## config.mk

```make
export PLATFORM = sky130hd
export DESIGN_NAME = tlb
export DESIGN_NICKNAME = d
export VERILOG_FILES = /design/src/rtl/tlb_pkg.sv /design/src/rtl/tlb_match.sv /design/src/rtl/tlb.sv
export SDC_FILE = /design/constraint.sdc
export NUM_CORES = 2
export LEC_CHECK = 0
export BUFFER_PORTS_ARGS = -buffer_cell sky130_fd_sc_hd__buf_4
export CAP_MARGIN = 20
export CORE_MARGIN = 8
export CORE_UTILIZATION = 55
export CTS_CLUSTER_DIAMETER = 60
export DETAILED_ROUTE_END_ITERATION = 16
export GPL_TIMING_DRIVEN = 0
export PLACE_DENSITY = 0.72
export SLEW_MARGIN = 20
export SYNTH_ARGS = -nofsm -noshare
export SYNTH_HDL_FRONTEND = slang
export SYNTH_SLANG_ARGS = --single-unit
```

## constraint.sdc

```tcl
create_clock -name clk -period 3.5 [get_ports clk]
set_input_delay 0.875 -clock clk [delete_from_list [all_inputs] [get_ports clk]]
set_output_delay 0.875 -clock clk [all_outputs]
set_load 0.02 [all_outputs]
```

## src/rtl/tlb_pkg.sv

```systemverilog
// Shared TLB constants, CP0 EntryHi/EntryLo field positions, entry layout and probe FSM states.
// The CP0 block uses the same field positions when it decodes these registers.
package tlb_pkg;

  localparam int TLB_ENTRIES = 16;
  localparam int TLB_INDEX_W = 4;

  localparam int HI_VPN2_HI = 31;
  localparam int HI_VPN2_LO = 13;
  localparam int HI_ASID_HI = 7;
  localparam int HI_ASID_LO = 0;

  localparam int LO_PFN_HI = 25;
  localparam int LO_PFN_LO = 6;
  localparam int LO_C_HI   = 5;
  localparam int LO_C_LO   = 3;
  localparam int LO_D      = 2;
  localparam int LO_V      = 1;
  localparam int LO_G      = 0;

  typedef logic [18:0] vpn2_t;
  typedef logic [7:0]  asid_t;
  typedef logic [19:0] pfn_t;

  typedef struct packed {
    vpn2_t      vpn2;
    asid_t      asid;
    logic       g;
    pfn_t       pfn0;
    logic [2:0] c0;
    logic       d0;
    logic       v0;
    pfn_t       pfn1;
    logic [2:0] c1;
    logic       d1;
    logic       v1;
  } tlb_entry_t;

  typedef enum logic [1:0] {
    PROBE_IDLE = 2'd0,
    PROBE_SCAN = 2'd1,
    PROBE_DONE = 2'd2
  } probe_state_e;

  function automatic logic [31:0] lo_word(input pfn_t pfn, input logic [2:0] c,
                                          input logic d, input logic v, input logic g);
    return {6'b0, pfn, c, d, v, g};
  endfunction

endpackage

```

## src/rtl/tlb_match.sv

```systemverilog
// Single-entry comparator: VPN2 must match, and either the entry is global or the ASID matches.
module tlb_match
  import tlb_pkg::*;
(
  input  vpn2_t entry_vpn2_i,
  input  asid_t entry_asid_i,
  input  logic  entry_g_i,
  input  vpn2_t vpn2_i,
  input  asid_t asid_i,
  output logic  hit_o
);

  assign hit_o = (entry_vpn2_i == vpn2_i) && (entry_g_i || (entry_asid_i == asid_i));

endmodule

```

## src/rtl/tlb.sv

```systemverilog
// 16-entry joint TLB: TLBWI/TLBWR/TLBR/TLBP maintenance for CP0 plus registered address translation.
// Valid/strobe semantics: every *_wen_o and lk_valid_o is a one-cycle pulse; inputs are taken only when cpu_pause_i=0 and busy_o=0.
module tlb
  import tlb_pkg::*;
#(
  parameter int ENTRIES = TLB_ENTRIES,
  parameter int INDEX_W = TLB_INDEX_W
) (
  input  logic               clk,
  input  logic               reset,
  input  logic               cpu_pause_i,
  input  logic               tlbwi_i,
  input  logic               tlbwr_i,
  input  logic               tlbr_i,
  input  logic               tlbp_i,
  input  logic [INDEX_W-1:0] cp0_index_i,
  input  logic [INDEX_W-1:0] cp0_random_i,
  input  logic [31:0]        cp0_entryhi_i,
  input  logic [31:0]        cp0_entrylo0_i,
  input  logic [31:0]        cp0_entrylo1_i,
  output logic [31:0]        cp0_entryhi_o,
  output logic [31:0]        cp0_entrylo0_o,
  output logic [31:0]        cp0_entrylo1_o,
  output logic               cp0_entryhi_wen_o,
  output logic               cp0_entrylo0_wen_o,
  output logic               cp0_entrylo1_wen_o,
  output logic [INDEX_W-1:0] cp0_index_o,
  output logic               cp0_index_wen_o,
  output logic               tlb_probe_failed_o,
  output logic               busy_o,
  output logic [1:0]         probe_state_o,
  input  logic               lk_req_i,
  input  logic [31:0]        lk_vaddr_i,
  input  logic               lk_write_i,
  input  logic               lk_user_i,
  output logic               lk_valid_o,
  output logic [31:0]        lk_paddr_o,
  output logic               exception_tlb_refill_o,
  output logic               exception_tlb_invalid_o,
  output logic               exception_tlb_mod_o,
  output logic               exception_addr_error_o,
  output logic               exception_tlb_rw_o
);

  tlb_entry_t         entries_q [ENTRIES];
  tlb_entry_t         wr_entry, lk_sel, rd_sel, scan_sel;
  probe_state_e       state_q, state_d;
  logic [INDEX_W-1:0] scan_idx_q, found_idx_q, lk_idx;
  logic               found_q, scan_hit, scan_last;
  logic               active, lk_fire, do_probe, do_read, do_wi, do_wr;
  logic [ENTRIES-1:0] lk_hits;
  logic               lk_hit, lk_odd, pg_d, pg_v, unmapped;
  pfn_t               pg_pfn;
  asid_t              hi_asid;
  logic               refill_d, invalid_d, mod_d, aerr_d;
  logic [31:0]        paddr_d;
  logic               valid_q, refill_q, invalid_q, mod_q, aerr_q, rw_q;
  logic [31:0]        paddr_q, fault_hi_q, rd_hi_q, rd_lo0_q, rd_lo1_q;
  logic               fault_wen_q, read_wen_q;
  logic               unused_bits;

  assign unused_bits = ^{cp0_entryhi_i[12:8], cp0_entrylo0_i[31:26], cp0_entrylo1_i[31:26]};
  assign hi_asid     = cp0_entryhi_i[HI_ASID_HI:HI_ASID_LO];

  // Strobe priority: tlbp > tlbr > tlbwi > tlbwr.
  assign active   = !cpu_pause_i && !busy_o;
  assign lk_fire  = active && lk_req_i;
  assign do_probe = active && tlbp_i;
  assign do_read  = active && tlbr_i && !tlbp_i;
  assign do_wi    = active && tlbwi_i && !tlbp_i && !tlbr_i;
  assign do_wr    = active && tlbwr_i && !tlbp_i && !tlbr_i && !tlbwi_i;

  always_comb begin
    wr_entry      = '0;
    wr_entry.vpn2 = cp0_entryhi_i[HI_VPN2_HI:HI_VPN2_LO];
    wr_entry.asid = hi_asid;
    wr_entry.g    = cp0_entrylo0_i[LO_G] & cp0_entrylo1_i[LO_G];
    wr_entry.pfn0 = cp0_entrylo0_i[LO_PFN_HI:LO_PFN_LO];
    wr_entry.c0   = cp0_entrylo0_i[LO_C_HI:LO_C_LO];
    wr_entry.d0   = cp0_entrylo0_i[LO_D];
    wr_entry.v0   = cp0_entrylo0_i[LO_V];
    wr_entry.pfn1 = cp0_entrylo1_i[LO_PFN_HI:LO_PFN_LO];
    wr_entry.c1   = cp0_entrylo1_i[LO_C_HI:LO_C_LO];
    wr_entry.d1   = cp0_entrylo1_i[LO_D];
    wr_entry.v1   = cp0_entrylo1_i[LO_V];
  end

  always_ff @(posedge clk or negedge reset) begin
    if (!reset) begin
      for (int i = 0; i < ENTRIES; i++) entries_q[i] <= '0;
    end else if (do_wi) begin
      entries_q[cp0_index_i] <= wr_entry;
    end else if (do_wr) begin
      entries_q[cp0_random_i] <= wr_entry;
    end
  end

  for (genvar i = 0; i < ENTRIES; i++) begin : g_match
    tlb_match u_match (
      .entry_vpn2_i (entries_q[i].vpn2),
      .entry_asid_i (entries_q[i].asid),
      .entry_g_i    (entries_q[i].g),
      .vpn2_i       (lk_vaddr_i[31:13]),
      .asid_i       (hi_asid),
      .hit_o        (lk_hits[i])
    );
  end

  // Scanning downwards leaves the lowest matching index selected.
  always_comb begin
    lk_hit = 1'b0;
    lk_idx = '0;
    for (int i = ENTRIES - 1; i >= 0; i--) begin
      if (lk_hits[i]) begin
        lk_hit = 1'b1;
        lk_idx = INDEX_W'(i);
      end
    end
  end

  assign lk_sel   = entries_q[lk_idx];
  assign lk_odd   = lk_vaddr_i[12];
  assign pg_pfn   = lk_odd ? lk_sel.pfn1 : lk_sel.pfn0;
  assign pg_d     = lk_odd ? lk_sel.d1 : lk_sel.d0;
  assign pg_v     = lk_odd ? lk_sel.v1 : lk_sel.v0;
  assign unmapped = (lk_vaddr_i[31:30] == 2'b10);

  always_comb begin
    aerr_d    = lk_fire && lk_user_i && lk_vaddr_i[31];
    refill_d  = 1'b0;
    invalid_d = 1'b0;
    mod_d     = 1'b0;
    paddr_d   = '0;
    if (lk_fire && !aerr_d) begin
      if (unmapped)                  paddr_d   = {3'b000, lk_vaddr_i[28:0]};
      else if (!lk_hit)              refill_d  = 1'b1;
      else if (!pg_v)                invalid_d = 1'b1;
      else if (lk_write_i && !pg_d)  mod_d     = 1'b1;
      else                           paddr_d   = {pg_pfn, lk_vaddr_i[11:0]};
    end
  end

  assign rd_sel = entries_q[cp0_index_i];

  always_ff @(posedge clk or negedge reset) begin
    if (!reset) begin
      valid_q     <= 1'b0;
      paddr_q     <= '0;
      refill_q    <= 1'b0;
      invalid_q   <= 1'b0;
      mod_q       <= 1'b0;
      aerr_q      <= 1'b0;
      rw_q        <= 1'b0;
      fault_wen_q <= 1'b0;
      fault_hi_q  <= '0;
      read_wen_q  <= 1'b0;
      rd_hi_q     <= '0;
      rd_lo0_q    <= '0;
      rd_lo1_q    <= '0;
    end else begin
      valid_q     <= lk_fire;
      paddr_q     <= paddr_d;
      refill_q    <= refill_d;
      invalid_q   <= invalid_d;
      mod_q       <= mod_d;
      aerr_q      <= aerr_d;
      rw_q        <= lk_write_i;
      fault_wen_q <= refill_d | invalid_d | mod_d;
      fault_hi_q  <= {lk_vaddr_i[31:13], 5'b0, hi_asid};
      read_wen_q  <= do_read;
      if (do_read) begin
        rd_hi_q  <= {rd_sel.vpn2, 5'b0, rd_sel.asid};
        rd_lo0_q <= lo_word(rd_sel.pfn0, rd_sel.c0, rd_sel.d0, rd_sel.v0, rd_sel.g);
        rd_lo1_q <= lo_word(rd_sel.pfn1, rd_sel.c1, rd_sel.d1, rd_sel.v1, rd_sel.g);
      end
    end
  end

  assign lk_valid_o              = valid_q;
  assign lk_paddr_o              = paddr_q;
  assign exception_tlb_refill_o  = refill_q;
  assign exception_tlb_invalid_o = invalid_q;
  assign exception_tlb_mod_o     = mod_q;
  assign exception_addr_error_o  = aerr_q;
  assign exception_tlb_rw_o      = rw_q;

  // TLBR readback wins over a simultaneous fault-driven EntryHi update.
  assign cp0_entryhi_wen_o  = read_wen_q | fault_wen_q;
  assign cp0_entryhi_o      = read_wen_q ? rd_hi_q : (fault_wen_q ? fault_hi_q : '0);
  assign cp0_entrylo0_wen_o = read_wen_q;
  assign cp0_entrylo1_wen_o = read_wen_q;
  assign cp0_entrylo0_o     = read_wen_q ? rd_lo0_q : '0;
  assign cp0_entrylo1_o     = read_wen_q ? rd_lo1_q : '0;

  assign scan_sel = entries_q[scan_idx_q];

  tlb_match u_probe_match (
    .entry_vpn2_i (scan_sel.vpn2),
    .entry_asid_i (scan_sel.asid),
    .entry_g_i    (scan_sel.g),
    .vpn2_i       (cp0_entryhi_i[HI_VPN2_HI:HI_VPN2_LO]),
    .asid_i       (hi_asid),
    .hit_o        (scan_hit)
  );

  assign scan_last = (scan_idx_q == INDEX_W'(ENTRIES - 1));

  always_ff @(posedge clk or negedge reset) begin
    if (!reset) state_q <= PROBE_IDLE;
    else        state_q <= state_d;
  end

  always_comb begin
    state_d = state_q;
    case (state_q)
      PROBE_IDLE: if (do_probe) state_d = PROBE_SCAN;
      PROBE_SCAN: if (scan_hit || scan_last) state_d = PROBE_DONE;
      PROBE_DONE: state_d = PROBE_IDLE;
      default:    state_d = PROBE_IDLE;
    endcase
  end

  always_ff @(posedge clk or negedge reset) begin
    if (!reset) begin
      scan_idx_q  <= '0;
      found_idx_q <= '0;
      found_q     <= 1'b0;
    end else if (state_q == PROBE_IDLE) begin
      scan_idx_q <= '0;
    end else if (state_q == PROBE_SCAN) begin
      if (scan_hit || scan_last) begin
        found_q     <= scan_hit;
        found_idx_q <= scan_idx_q;
      end else begin
        scan_idx_q <= scan_idx_q + 1'b1;
      end
    end
  end

  always_comb begin
    busy_o             = (state_q == PROBE_SCAN);
    cp0_index_wen_o    = (state_q == PROBE_DONE);
    cp0_index_o        = (state_q == PROBE_DONE && found_q) ? found_idx_q : '0;
    tlb_probe_failed_o = (state_q == PROBE_DONE) && !found_q;
    probe_state_o      = state_q;
  end

endmodule

```

==> impl_metrics.json <==
{
  "outcome": "finished with violations",
  "violations": "setup timing",
  "cpPeakStageDelay_ns": 0.80,
  "cts.path.max_buffers": 3,
  "drive_gt1_share_pct": 49.1,
  "clk_latency_ns": 0.85,
  "timing.fmax_ghz": 0.179,
  "p_leak_nw": 42.2,
  "grt_util_met2_pct": 63.4,
  "slew_headroom_pct": 12.5,
  "cts_tree": "built",
  "postLayoutSetupSlackWorst_ns": -2.08,
  "ctsRootBufferMaster": "clkbuf_16",
  "die_width_um": 392,
  "use_met1_pct": 52.3,
  "wl_mm": 334,
  "ir_drop_mv": 0.498,
  "nNetsFinal": 6437,
  "synthAdderAreaFrac_pct": 0.0161,
  "syn_area_per_cell_um2": 13.6,
  "yosys-top-cells-area": "dfrtp_1 (45%), mux2_2 (19%), mux4_2 (14%)",
  "synth_compound_area_share_pct": 4.26,
  "grt_pass1_vias": 59000,
  "worstSetupPathType": "flip-flop to flip-flop",
  "numCtsBuffers": 164,
  "gr-total-overflow": 0,
  "dieArea_um2": 154000,
  "finalSetupViolCount": 56,
  "yosys.area_share.simple_pct": 4.74,
  "synth_xor_area_share_pct": 5.17,
  "worst_ep_arrival_time_ns": 6.27,
  "yosysSeqAreaShare_pct": 45.1,
  "die_y_um": 392,
  "min_period_ns": 5.58,
  "dp_hpwl_mm": 241,
  "cts_sinks": 1404,
  "drc": 0,
  "num-fill-cells": 10300,
  "cp-end-kind": "flip-flop",
  "crit_chain": "xor2_2 > nor4_4 > nand4_1 > nor3_4 > o211ai_1 > a2111oi_4 > o21a_4 > buf_12 > buf_16 > buf_8 > buf_8 > buf_6 > nand2_1 > nand3_1 > nand4_1 > a22o_1",
  "async_flop_share_pct": 100,
  "rsz0062_at_grt": "yes",
  "drt_iter0_markers": 7679,
  "cpMaxStageDelayCell": "nand4_1",
  "layout_commonest_cell": "dfrtp_1",
  "powerDensity_nw_per_um2": 555,
  "synth_top_cell_by_area": "dfrtp_1",
  "cts.htree.levels": 4,
  "synth.top_cell.area_share_pct": 45.1,
  "grt_busiest_layer": "met2",
  "clock-skew-final_ns": 0.0375,
  "drv_cap": 0,
  "met3_usage_pct": 13.6,
  "synth_top_family_by_area": "multiplexers",
  "grt_max_degree": 149,
  "wl_per_cell_um": 40.1,
  "clk_pin_slew_worst_paths_ns": 0.06,
  "ant_nets": 0,
  "io_buffers": 253,
  "drtPass1Iterations": 6,
  "num_vias": 58900,
  "synth_seq_cells": 1404,
  "antenna_found_initial": 28,
  "hold_slack_ns": 0.0183,
  "critPathTopFamily": "simple AND/OR/NAND/NOR gates",
  "path_max_fanout": 10,
  "ys_types": 79,
  "slew_viol_final": 0,
  "core_area_um2": 141000,
  "grt_usage_pct": 42.9,
  "pin_count": 292,
  "hold_viol": 0,
  "mappedNetlistArea_um2": 77800,
  "min_period_over_period_pct": 159,
  "final_cell_mix": "dfrtp_1 (1,398), mux2_2 (1,318), mux4_2 (481), buf_4 (412), xor2_1 (362)",
  "instances_no_fill": 8333,
  "vias_per_cell": 7.07,
  "yosys_warnings": 0,
  "required_ns": 4.20,
  "tightest_slew_ns": 1.31,
  "synthMuxAreaShare_pct": 37.1,
  "post-place-cells": 7901,
  "crit_buf_inv": 5,
  "netlist_instances": 5717,
  "synth_edf_count": 0,
  "start_util_pct": 55.2,
  "area_delta_synth_final_pct": 20.0,
  "finalWeightedCongestion": 1.08,
  "hold_path_class": "input port to async pin",
  "synth_flop_cell": "dfrtp_1",
  "grt_pass1_wl_mm": 462,
  "critPathLaunchType": "flip-flop",
  "rows": 138
}
==> where the power goes <==
group,switching (mW),internal [mW]
registers,2.24,18.4
logic,7.05,6.19
clock network,7.42,10.5
==> per-layer routing <==
metal  vias up  wire (um)
met2      4298     145000
met4        12      33700
li1      22600          -
met3      1421      38500
met5         -        275
met1     30600     116000
==> stage by stage <==
step                      total power [mW]  util, %  TNS [ns]  setup WS (ns)  cell area, um2
after floorplan                       27.3        -    -20.31         -0.674           78200
after global placement                31.9     58.5         -         -15.97           82500
after detailed placement              32.2     59.0  -1698.94          -4.21           83200
after CTS                             51.1     65.3    -50.72          -1.69           92100
after global routing                  53.0     66.2    -54.01          -1.96           93300
final                                 51.8     66.2    -59.19          -2.08           93400
==> flip-flops by register name (all words and copies together), names as in the netlist <==
name                     count
exception_tlb_rw_o           1
exception_tlb_invalid_o      1
entries_q                 1248
exception_tlb_mod_o          1
fault_hi_q                  27
lk_paddr_o                  32
exception_tlb_refill_o       1
lk_valid_o                   1
cp0_entrylo0_wen_o           1
found_idx_q                  4
exception_addr_error_o       1
rd_lo0_q                    25
probe_state_o                2
rd_hi_q                     27
scan_idx_q                   4
found_q                      1
rd_lo1_q                    26
fault_wen_q                  1
==> final timing paths <==
check | from | to | slack [ns] | depth (start not counted)
hold reg to reg | rd_lo1_q[0] | rd_lo1_q[0] | 0.50 | 1
hold / removal | reset | rd_hi_q[1] | 0.02 | 1
min in group clk | lk_vaddr_i[23] | fault_hi_q[23] | 0.16 | 1
max in group asynchronous | reset | entries_q[85] | 0.62 | 5
setup / recovery | entries_q[137] | lk_paddr_o[23] | -2.08 | 16
setup reg to reg | entries_q[137] | lk_paddr_o[23] | -2.08 | 16
==> kinds of logic after synthesis <==
| kind of cell | after synthesis |
|---|---|
| compound gates | 429 |
| buf+inv | 580 |
| simple gates | 725 |
| flops | 1404 |
| xor+xnor | 459 |
| mux | 2118 |
| fa+ha+maj | 1 |
| other cells | 1 |
==> synth_stat cells (all sizes together), types with 23 or more instances <==
master	number
dfrtp	1404
mux2	1318
mux4	481
xor2	372
clkbuf	332
nand2	332
mux2i	319
buf	225
nor4	107
xnor2	87
nand3	77
and2	58
o21ai	54
a221oi	48
a22o	48
a32oi	39
a21oi	36
nand4	35
o211ai	30
a211oi	24
and3	23
inv	23
nor2b	23
==> final cells by class <==
class / instances / area (um2) / area share (%)
Antenna cell: 19 / 47.5 / 0.0509
Multi-Input combinational cell: 3749 / 41900 / 44.8
Buffer: 540 / 4510 / 4.83
Tap cell: 1890 / 2360 / 2.53
Sequential cell: 1404 / 35100 / 37.6
Clock inverter: 67 / 792 / 0.848
Timing Repair Buffer: 408 / 3770 / 4.04
Inverter: 23 / 86.3 / 0.0925
Clock buffer: 233 / 4780 / 5.12
==> timing repair <==
item,CTS,global route
setup buffers,86,42
gates resized for setup,658,213
hold buffers,0,0
pin swaps,56,69
endpoints found under the setup margin,1452,881
gates cloned,3,1
Note: power is estimated with default switching activity, not from simulation.
